===== config.mk =====
export PLATFORM = sky130hd
export DESIGN_NAME = reg_write_queue
export DESIGN_NICKNAME = d
export VERILOG_FILES = /design/src/rtl/reg_write_queue.sv
export SDC_FILE = /design/constraint.sdc
export NUM_CORES = 1
export LEC_CHECK = 0
export ABC_AREA = 1
export BUFFER_PORTS_ARGS = -buffer_cell sky130_fd_sc_hd__buf_2
export CAP_MARGIN = 20
export CORE_MARGIN = 1.5
export CORE_UTILIZATION = 64
export CTS_BUF_LIST = sky130_fd_sc_hd__clkbuf_2 sky130_fd_sc_hd__clkbuf_4 sky130_fd_sc_hd__clkbuf_8
export CTS_CLUSTER_DIAMETER = 100
export DETAILED_ROUTE_END_ITERATION = 16
export GPL_TIMING_DRIVEN = 0
export PLACE_DENSITY = 0.94
export SYNTH_ARGS = -nofsm -noshare
export SYNTH_HDL_FRONTEND = slang
export SYNTH_SLANG_ARGS = --single-unit

===== constraint.sdc =====
create_clock -name clock -period 3.43 [get_ports clock]
set_clock_uncertainty 0.15 [all_clocks]
set_input_delay 0.343 -clock clock [delete_from_list [all_inputs] [get_ports clock]]
set_output_delay 0.343 -clock clock [all_outputs]
set_load 0.005 [all_outputs]

===== src/rtl/reg_write_queue.sv =====
// rtl/reg_write_queue.sv - in-order write-request FIFO feeding the register file write port
// Also flags addresses with a write still queued or in flight, so the read side can spot stale data.
module reg_write_queue #(
    parameter int DATA_W = 16,
    parameter int DEPTH  = 4
) (
    input  logic                     clock,
    input  logic                     reset,
    input  logic                     in_valid,
    output logic                     in_ready,
    input  logic                     in_addr,
    input  logic [DATA_W-1:0]        in_data,
    input  logic                     stall_in,
    output logic                     wen_out,
    output logic                     waddr_out,
    output logic [DATA_W-1:0]        d_out,
    output logic [$clog2(DEPTH):0]   count_out,
    output logic                     full,
    output logic                     empty,
    input  logic                     query_addr,
    output logic                     pend_hit
);
    localparam int PW = $clog2(DEPTH);

    logic              r_mem_addr [DEPTH];
    logic [DATA_W-1:0] r_mem_data [DEPTH];
    logic [PW-1:0]     r_head;
    logic [PW-1:0]     r_tail;
    logic [PW:0]       r_count;
    logic              r_wen;
    logic              r_waddr;
    logic [DATA_W-1:0] r_dout;

    logic w_full;
    logic w_empty;
    logic w_push;
    logic w_pop;
    logic w_pend_hit;

    // No push-through: a full queue refuses input even when it pops this edge.
    assign w_full  = (r_count == (PW+1)'(DEPTH));
    assign w_empty = (r_count == '0);
    assign w_push  = in_valid && !w_full;
    assign w_pop   = !w_empty && !stall_in;

    always_ff @(posedge clock) begin
        if (w_push) begin
            r_mem_addr[r_tail] <= in_addr;
            r_mem_data[r_tail] <= in_data;
        end
    end

    always_ff @(posedge clock or posedge reset) begin
        if (reset) begin
            r_head  <= '0;
            r_tail  <= '0;
            r_count <= '0;
            r_wen   <= 1'b0;
            r_waddr <= 1'b0;
            r_dout  <= '0;
        end else begin
            if (w_push) begin
                r_tail <= r_tail + 1'b1;
            end
            if (w_pop) begin
                r_head  <= r_head + 1'b1;
                r_waddr <= r_mem_addr[r_head];
                r_dout  <= r_mem_data[r_head];
            end
            r_wen <= w_pop;
            case ({w_push, w_pop})
                2'b10:   r_count <= r_count + 1'b1;
                2'b01:   r_count <= r_count - 1'b1;
                default: r_count <= r_count;
            endcase
        end
    end

    // Slot i is live when its distance from the head is below the count.
    always_comb begin
        w_pend_hit = r_wen && (r_waddr == query_addr);
        for (int i = 0; i < DEPTH; i++) begin
            if (((PW+1)'(i) < r_count) && (r_mem_addr[r_head + PW'(i)] == query_addr)) begin
                w_pend_hit = 1'b1;
            end
        end
    end

    assign in_ready  = !w_full;
    assign full      = w_full;
    assign empty     = w_empty;
    assign count_out = r_count;
    assign wen_out   = r_wen;
    assign waddr_out = r_waddr;
    assign d_out     = r_dout;
    assign pend_hit  = w_pend_hit;

endmodule


======== Word level (Yosys, flattened, before mapping) ========
Memory sizes are Yosys's and may differ from the RTL's. A register that Yosys moved wholly into a read port is not among the register bits.
Index checks and enable logic that the tools add are counted.
storage, ports and cells
  flip-flop bits (word level) ............. 9
  latch bits .............................. 0
  memory bits (writable) .................. 68
  ROM bits ................................ 0
  output and inout bits ................... 25
  word-level logic and storage cells ...... 44
  memories kept ........................... 2
cells by class
  add/sub/neg operators ................... 6
  $mul .................................... 0
  divide/modulo/power cells ............... 0
  order comparisons ....................... 4
  eq/ne operators ......................... 8
  shift-type cells ........................ 0
  multiplexer cells ....................... 7
  bitwise operators ....................... 0
  reductions and logical operators ........ 12
memory list
  memory      depth  bits a word  rd ports  clocked after Yosys merged registers in  wr ports  RTL line  text
  r_mem_data  4      16           1         1                                        1         26        logic [DATA_W-1:0] r_mem_data [DEPTH];
  r_mem_addr  4      1            4         0                                        1         25        logic r_mem_addr [DEPTH];
operators by type and width
  operator                                                             number
  1-bit logical AND                                                    7
  1-bit by 3-bit < comparator with 1-bit output, first input constant  2
  2-bit by 3-bit < comparator with 1-bit output, first input constant  2
  1-bit two-way mux                                                    6
  3-bit case mux with 2 select lines                                   1
  1-bit == test                                                        5
  2-bit by 1-bit adder with 2-bit output, second input constant        2
  2-bit adder, second input constant                                   2
  3-bit by 1-bit adder with 3-bit output, second input constant        1
  3-bit == test, second input constant                                 1
  1-bit zero test                                                      3
  3-bit zero test                                                      1
  3-bit by 1-bit subtractor with 3-bit output, second input constant   1
  2-bit by 1-bit == test with 1-bit output, second input constant      1
  2-bit == test, second input constant                                 1
  2-bit nonzero test                                                   1

======== Depth between registers and ports, before layout ========
An unclocked memory read counts as a cell.
  depth after elaboration ................. 7
  mapped depth ............................ 12
  mapped depth without buffers ............ 11

======== Least setup slack after synthesis ========
OpenSTA, ideal clock, no wires.
  path type ............................... reg-to-reg
  start point ............................. reg r_count[0], in the netlist count_out[0]
  end point ............................... mem r_mem_addr[0] (enable)
  data arrival time ....................... 1.706 ns
  required time ........................... 2.889 ns
  path slack .............................. 1.183 ns
  cell stages (with the launch flop) ...... 6
  buffers on the path ..................... 0
  period minus slack after synthesis ...... 2.247 ns
  cells stage by stage .................... dfrtp_1 -> inv_1 -> ha_1 -> nand2_1 -> nand2_2 -> nor2_1
between the ends
  word-level cells in the longest chain between the ends .. 5
ends and longest elaborated chain
  item                                     RTL line  text
  from (decl)                              29        logic [PW:0] r_count;
  from (signal assigned)                   72        2'b10: r_count <= r_count + 1'b1;
  from (signal assigned)                   73        2'b01: r_count <= r_count - 1'b1;
  from (signal assigned)                   74        default: r_count <= r_count;
  3-bit == test                            41        assign w_full = (r_count == (PW+1)'(DEPTH));
  1-bit zero test                          n/a
  net in_ready                             10        output logic in_ready,
  1-bit logical AND                        43        assign w_push = in_valid && !w_full;
  1-bit two-way mux                        47        if (w_push) begin
  1-bit two-way mux (implied by the code)  48        r_mem_addr[r_tail] <= in_addr;
  to (decl)                                25
The timed path passes the listed nets, and every way through them passes these cells.

======== Final worst setup path ========
  start point ............................. reg r_count[0], in the netlist count_out[0]
  end point ............................... reg r_count[2], in the netlist count_out[2]
between the ends
  word-level cells in the longest chain between the ends .. 5
  elaborated cells on any way between the ends .. 12
  classes of those cells .................. add/sub (2); eq/ne (3); mux (1); reduce/logical (6)
ends and longest elaborated chain
  item                                                                       RTL line  text
  3-bit zero test *                                                          42        assign w_empty = (r_count == '0);
  1-bit zero test *                                                          44        assign w_pop = !w_empty && !stall_in;
  1-bit logical AND *                                                        44
  net w_pop                                                                  37        logic w_pop;
  2-bit by 1-bit == test with 1-bit output or 2-bit == test (tied branches)  71        case ({w_push, w_pop})
  3-bit case mux with 2 select lines or 2-bit nonzero test (tied branches)   n/a
The timed path passes the listed nets; every way through them passes the cells marked *.
A chain may end at the register's enable or synchronous reset.

==> results by group <==
Drt
  – Vias post-DR: 2589
  – Overall routed net length: 7.735 mm
  – Count of antenna-violating nets left after detailed routing: 0
  – DRC errors left: 0
  – Wire length per cell: 16.63 um
  – Pre-antenna DRT Iters: 5
  – First DRT Iteration DRCs: 316
  – Via count normalized by instance count: 5.568

Synthesis
  – Mean instance size in the synthesized netlist: 11.57 um2
  – Syn Inst Count: 329
  – Net Count, Synth: 360
  – Combinational family with the most area after synthesis: simple AND/OR/NAND/NOR gates
  – Number of warnings printed during yosys synthesis: 0
  – Cell area after technology mapping: 3806 um2
  – Multiplexer fraction of the synthesized cell area: 0
  – Xor/xnor cell area share of the yosys netlist: 0.01151
  – Simple-gate portion of the synthesized area: 0.1940
  – Compound-gate portion of the synthesized area: 0.02235
  – Sequential area share after synthesis: 0.7009
  – Adder and majority cell fraction of the synthesized area: 0.02959
  – Register bit count reported by yosys: 93
  – Cell variety after synth: 23

Clocking
  – Cells resized by post-CTS repair: 0
  – Clock Pin Slew Worst Setup and Hold Paths: 0.09 ns
  – Root cell of the clock tree: sky130_fd_sc_hd__clkbuf_8
  – Clock latency reported for the late side of the worst-skew pair: 0.37 ns
  – Count of H-tree levels built during CTS: 3
  – Number of sinks handled by clock tree synthesis: 93
  – CTS tree: built
  – CTS Buf Count: 9
  – Clock buffer depth: 2

Power
  – Peak ir drop on the vdd network: 428.6 uV
  – Total Power: 3.685 mW
  – Leakage power: 1.875 nW
  – Areal power density over the cells: 848.1 nW/um2

Timing
  – F_max: 406.4 MHz
  – Worst slew pin tran: 0.9923 ns
  – Worst max-slew margin expressed relative to the limit: 0.3377
  – Setup repair after global routing missed its margin: no
  – Crit path time final: 2.461 ns
  – Final TNS setup: 0 ns
  – Number of setup violations in the final report: 0
  – Fraction of the cycle the final worst path needs: 0.7174
  – Number of max-slew violations in the final report: 0
  – Worst hold slack across all endpoints: 0.03885 ns
  – Final hold violation count: 0

Layout
  – Share of post-route cells with drive strength above 1: 0.2316
  – Area grow syn2layout: 14.17%
  – Total number of nets in the final design: 419
  – # diodes: 0

Worst setup path
  – Launching point of the worst reg2reg path: count_out[0]
  – Critical path arrival: 2.57 ns
  – Kind of start point of the critical path: flip-flop
  – Critical path required time: 3.53 ns
  – Setup CP Type: reg -> reg
  – Critical Path Sink Type: flip-flop
  – Worst setup path startpoint: count_out[0]
  – Largest fanout on the critical path: 11

Placement
  – Routability congestion estimate: 0.8799
  – I/O Buffers: 46
  – Estimated wirelength of the detail-placed design: 4.656 mm

GRT
  – Maximum number of pins on one net before global-route repair: 26
  – Number of global-route vias before repair: 2449
  – Initial antenna violation count: 0
  – Grt total ovfl: 0
  – Total global routing track utilization: 0.2636
  – Wire length of the first global-routing pass: 11.85 mm

Floorplan
  – Starting utilization of the core area: 0.6787
  – Die height: 80.12 um
  – Core region area: 5608 um2
  – Die width: 80.12 um
  – Site row count: 27
  – Number of I/O pins: 47
  – Die Footprint: 6418 um2

Hold path
  – Worst hold-check path type: in -> reg
  – HP Start: in_data[3]

Job
  – Count of maximum capacitance violations: 0

Status
  – Run status: complete, no violations
==> sequential cells by signal, summed over array words and instances, names as in the netlist <==
signal	flops
r_tail	2
r_head	2
wen_out	1
count_out	3
waddr_out	1
d_out	16
r_mem_addr	4
r_mem_data	64
==> path summary, 6_finish.rpt <==
kind	slack, ns	endpoint	cells past startpoint
setup / recovery	0.97	count_out[2]	11
hold / removal	0.04	r_mem_data[0][3]	1
setup reg to reg	0.97	count_out[2]	11
hold reg to reg	0.34	d_out[5]	2
max in group asynchronous	2.29	d_out[6]	4
min in group asynchronous	0.37	d_out[2]	3
==> what timing repair did <==
| action | CTS | global route |
|---|---|---|
| setup buffers | 0 | 0 |
| hold buffers | 0 | 1 |
| hold endpoints to repair | 0 | 7 |
==> cell families (layout without fill, tap and decap cells) <==
kind of cell,count (synthesis),after routing
AOI/OAI and AO/OA,13,13
adders and majority gates,9,9
and+or+nand+nor,178,178
DFF,93,93
xor gates and xnor gates,5,5
buffers and inverters,31,95
==> synth_stat cells <==
cell / count / share of area
sky130_fd_sc_hd__inv_2: 6 / 0.0059
sky130_fd_sc_hd__nand4_1: 14 / 0.023
sky130_fd_sc_hd__nor2_1: 12 / 0.012
sky130_fd_sc_hd__dfrtp_1: 25 / 0.16
sky130_fd_sc_hd__buf_2: 3 / 0.0039
sky130_fd_sc_hd__a22oi_2: 2 / 0.0066
sky130_fd_sc_hd__nor2_2: 1 / 0.0016
sky130_fd_sc_hd__buf_4: 1 / 0.0020
sky130_fd_sc_hd__inv_1: 16 / 0.016
sky130_fd_sc_hd__nand2_2: 5 / 0.0082
sky130_fd_sc_hd__a22oi_1: 1 / 0.0020
sky130_fd_sc_hd__a31oi_1: 2 / 0.0033
sky130_fd_sc_hd__ha_1: 9 / 0.030
sky130_fd_sc_hd__nand3_1: 10 / 0.013
sky130_fd_sc_hd__o21ai_0: 5 / 0.0066
sky130_fd_sc_hd__a21oi_1: 3 / 0.0039
sky130_fd_sc_hd__xnor2_1: 2 / 0.0046
sky130_fd_sc_hd__clkinv_4: 1 / 0.0023
sky130_fd_sc_hd__xor2_1: 3 / 0.0069
sky130_fd_sc_hd__edfxtp_1: 68 / 0.54
sky130_fd_sc_hd__nand2_1: 135 / 0.13
sky130_fd_sc_hd__buf_6: 4 / 0.012
sky130_fd_sc_hd__nor2_4: 1 / 0.0030
==> placed cells by master (no fill, tap or decap) <==
cell / Yosys / layout
sky130_fd_sc_hd__buf_2: 3 / 49
sky130_fd_sc_hd__nand3_1: 10 / 10
sky130_fd_sc_hd__clkinv_4: 1 / 1
sky130_fd_sc_hd__nor2_2: 1 / 5
sky130_fd_sc_hd__a31oi_1: 2 / 2
sky130_fd_sc_hd__nor2_1: 12 / 8
sky130_fd_sc_hd__nor2_4: 1 / 1
sky130_fd_sc_hd__xor2_1: 3 / 3
sky130_fd_sc_hd__nand4_1: 14 / 14
sky130_fd_sc_hd__dlygate4sd3_1: 0 / 1
sky130_fd_sc_hd__dfrtp_1: 25 / 25
sky130_fd_sc_hd__edfxtp_1: 68 / 68
sky130_fd_sc_hd__inv_6: 0 / 2
sky130_fd_sc_hd__a22oi_2: 2 / 2
sky130_fd_sc_hd__o21ai_0: 5 / 5
sky130_fd_sc_hd__xnor2_1: 2 / 2
sky130_fd_sc_hd__inv_1: 16 / 16
sky130_fd_sc_hd__buf_4: 1 / 1
sky130_fd_sc_hd__nand2_2: 5 / 5
sky130_fd_sc_hd__ha_1: 9 / 9
sky130_fd_sc_hd__a22oi_1: 1 / 1
sky130_fd_sc_hd__clkinvlp_4: 0 / 2
sky130_fd_sc_hd__nand2_1: 135 / 135
sky130_fd_sc_hd__buf_16: 0 / 1
sky130_fd_sc_hd__inv_2: 6 / 6
sky130_fd_sc_hd__clkbuf_8: 0 / 9
sky130_fd_sc_hd__buf_6: 4 / 4
sky130_fd_sc_hd__clkinv_2: 0 / 3
sky130_fd_sc_hd__a21oi_1: 3 / 3
==> final cells by class <==
cell class | count | area, um2
timing repair buffer | 48 | 267.8
clock inverter | 7 | 47.55
buffer | 8 | 67.56
fill | 318 | 1262
tap | 72 | 90.09
inverter | 23 | 91.34
sequential | 93 | 2668
multi-input combinational | 205 | 989.7
clock buffer | 9 | 123.9
==> critical path, stage by stage (launching register included) <==
cell,delay [ns]
sky130_fd_sc_hd__dfrtp_1,0.45
sky130_fd_sc_hd__inv_1,0.12
sky130_fd_sc_hd__ha_1,0.23
sky130_fd_sc_hd__inv_1,0.07
sky130_fd_sc_hd__nor2_2,0.05
sky130_fd_sc_hd__nor2_4,0.17
sky130_fd_sc_hd__buf_2,0.30
sky130_fd_sc_hd__ha_1,0.29
sky130_fd_sc_hd__inv_1,0.08
sky130_fd_sc_hd__o21ai_0,0.24
sky130_fd_sc_hd__xor2_1,0.17
sky130_fd_sc_hd__inv_1,0.05
==> routing by layer <==
metal / GRT usage / wire length, um
met5: 0 / 0
met4: 0.1552 / 215
met3: 0.06364 / 687
met2: 0.4227 / 3795
met1: 0.3269 / 3037
==> through the flow <==
step | std cells | area [um2] | worst slack (ns) | util
after floorplan | 329 | 3806 | 1.183 | -
after global placement | 447 | 4126 | 0.7104 | 0.7358
after detailed placement | 447 | 4136 | 1.019 | 0.7376
after CTS | 463 | 4308 | 0.9714 | 0.7682
after global routing | 465 | 4345 | 0.8299 | 0.7749
final | 465 | 4345 | 0.9693 | 0.7749
==> report_power, final <==
| part | internal [mW] | switching [mW] |
|---|---|---|
| Clock | 0.264 | 0.392 |
| Sequential | 1.53 | 0.140 |
| Combinational | 0.482 | 0.877 |
(Power assumes the default switching activity.)
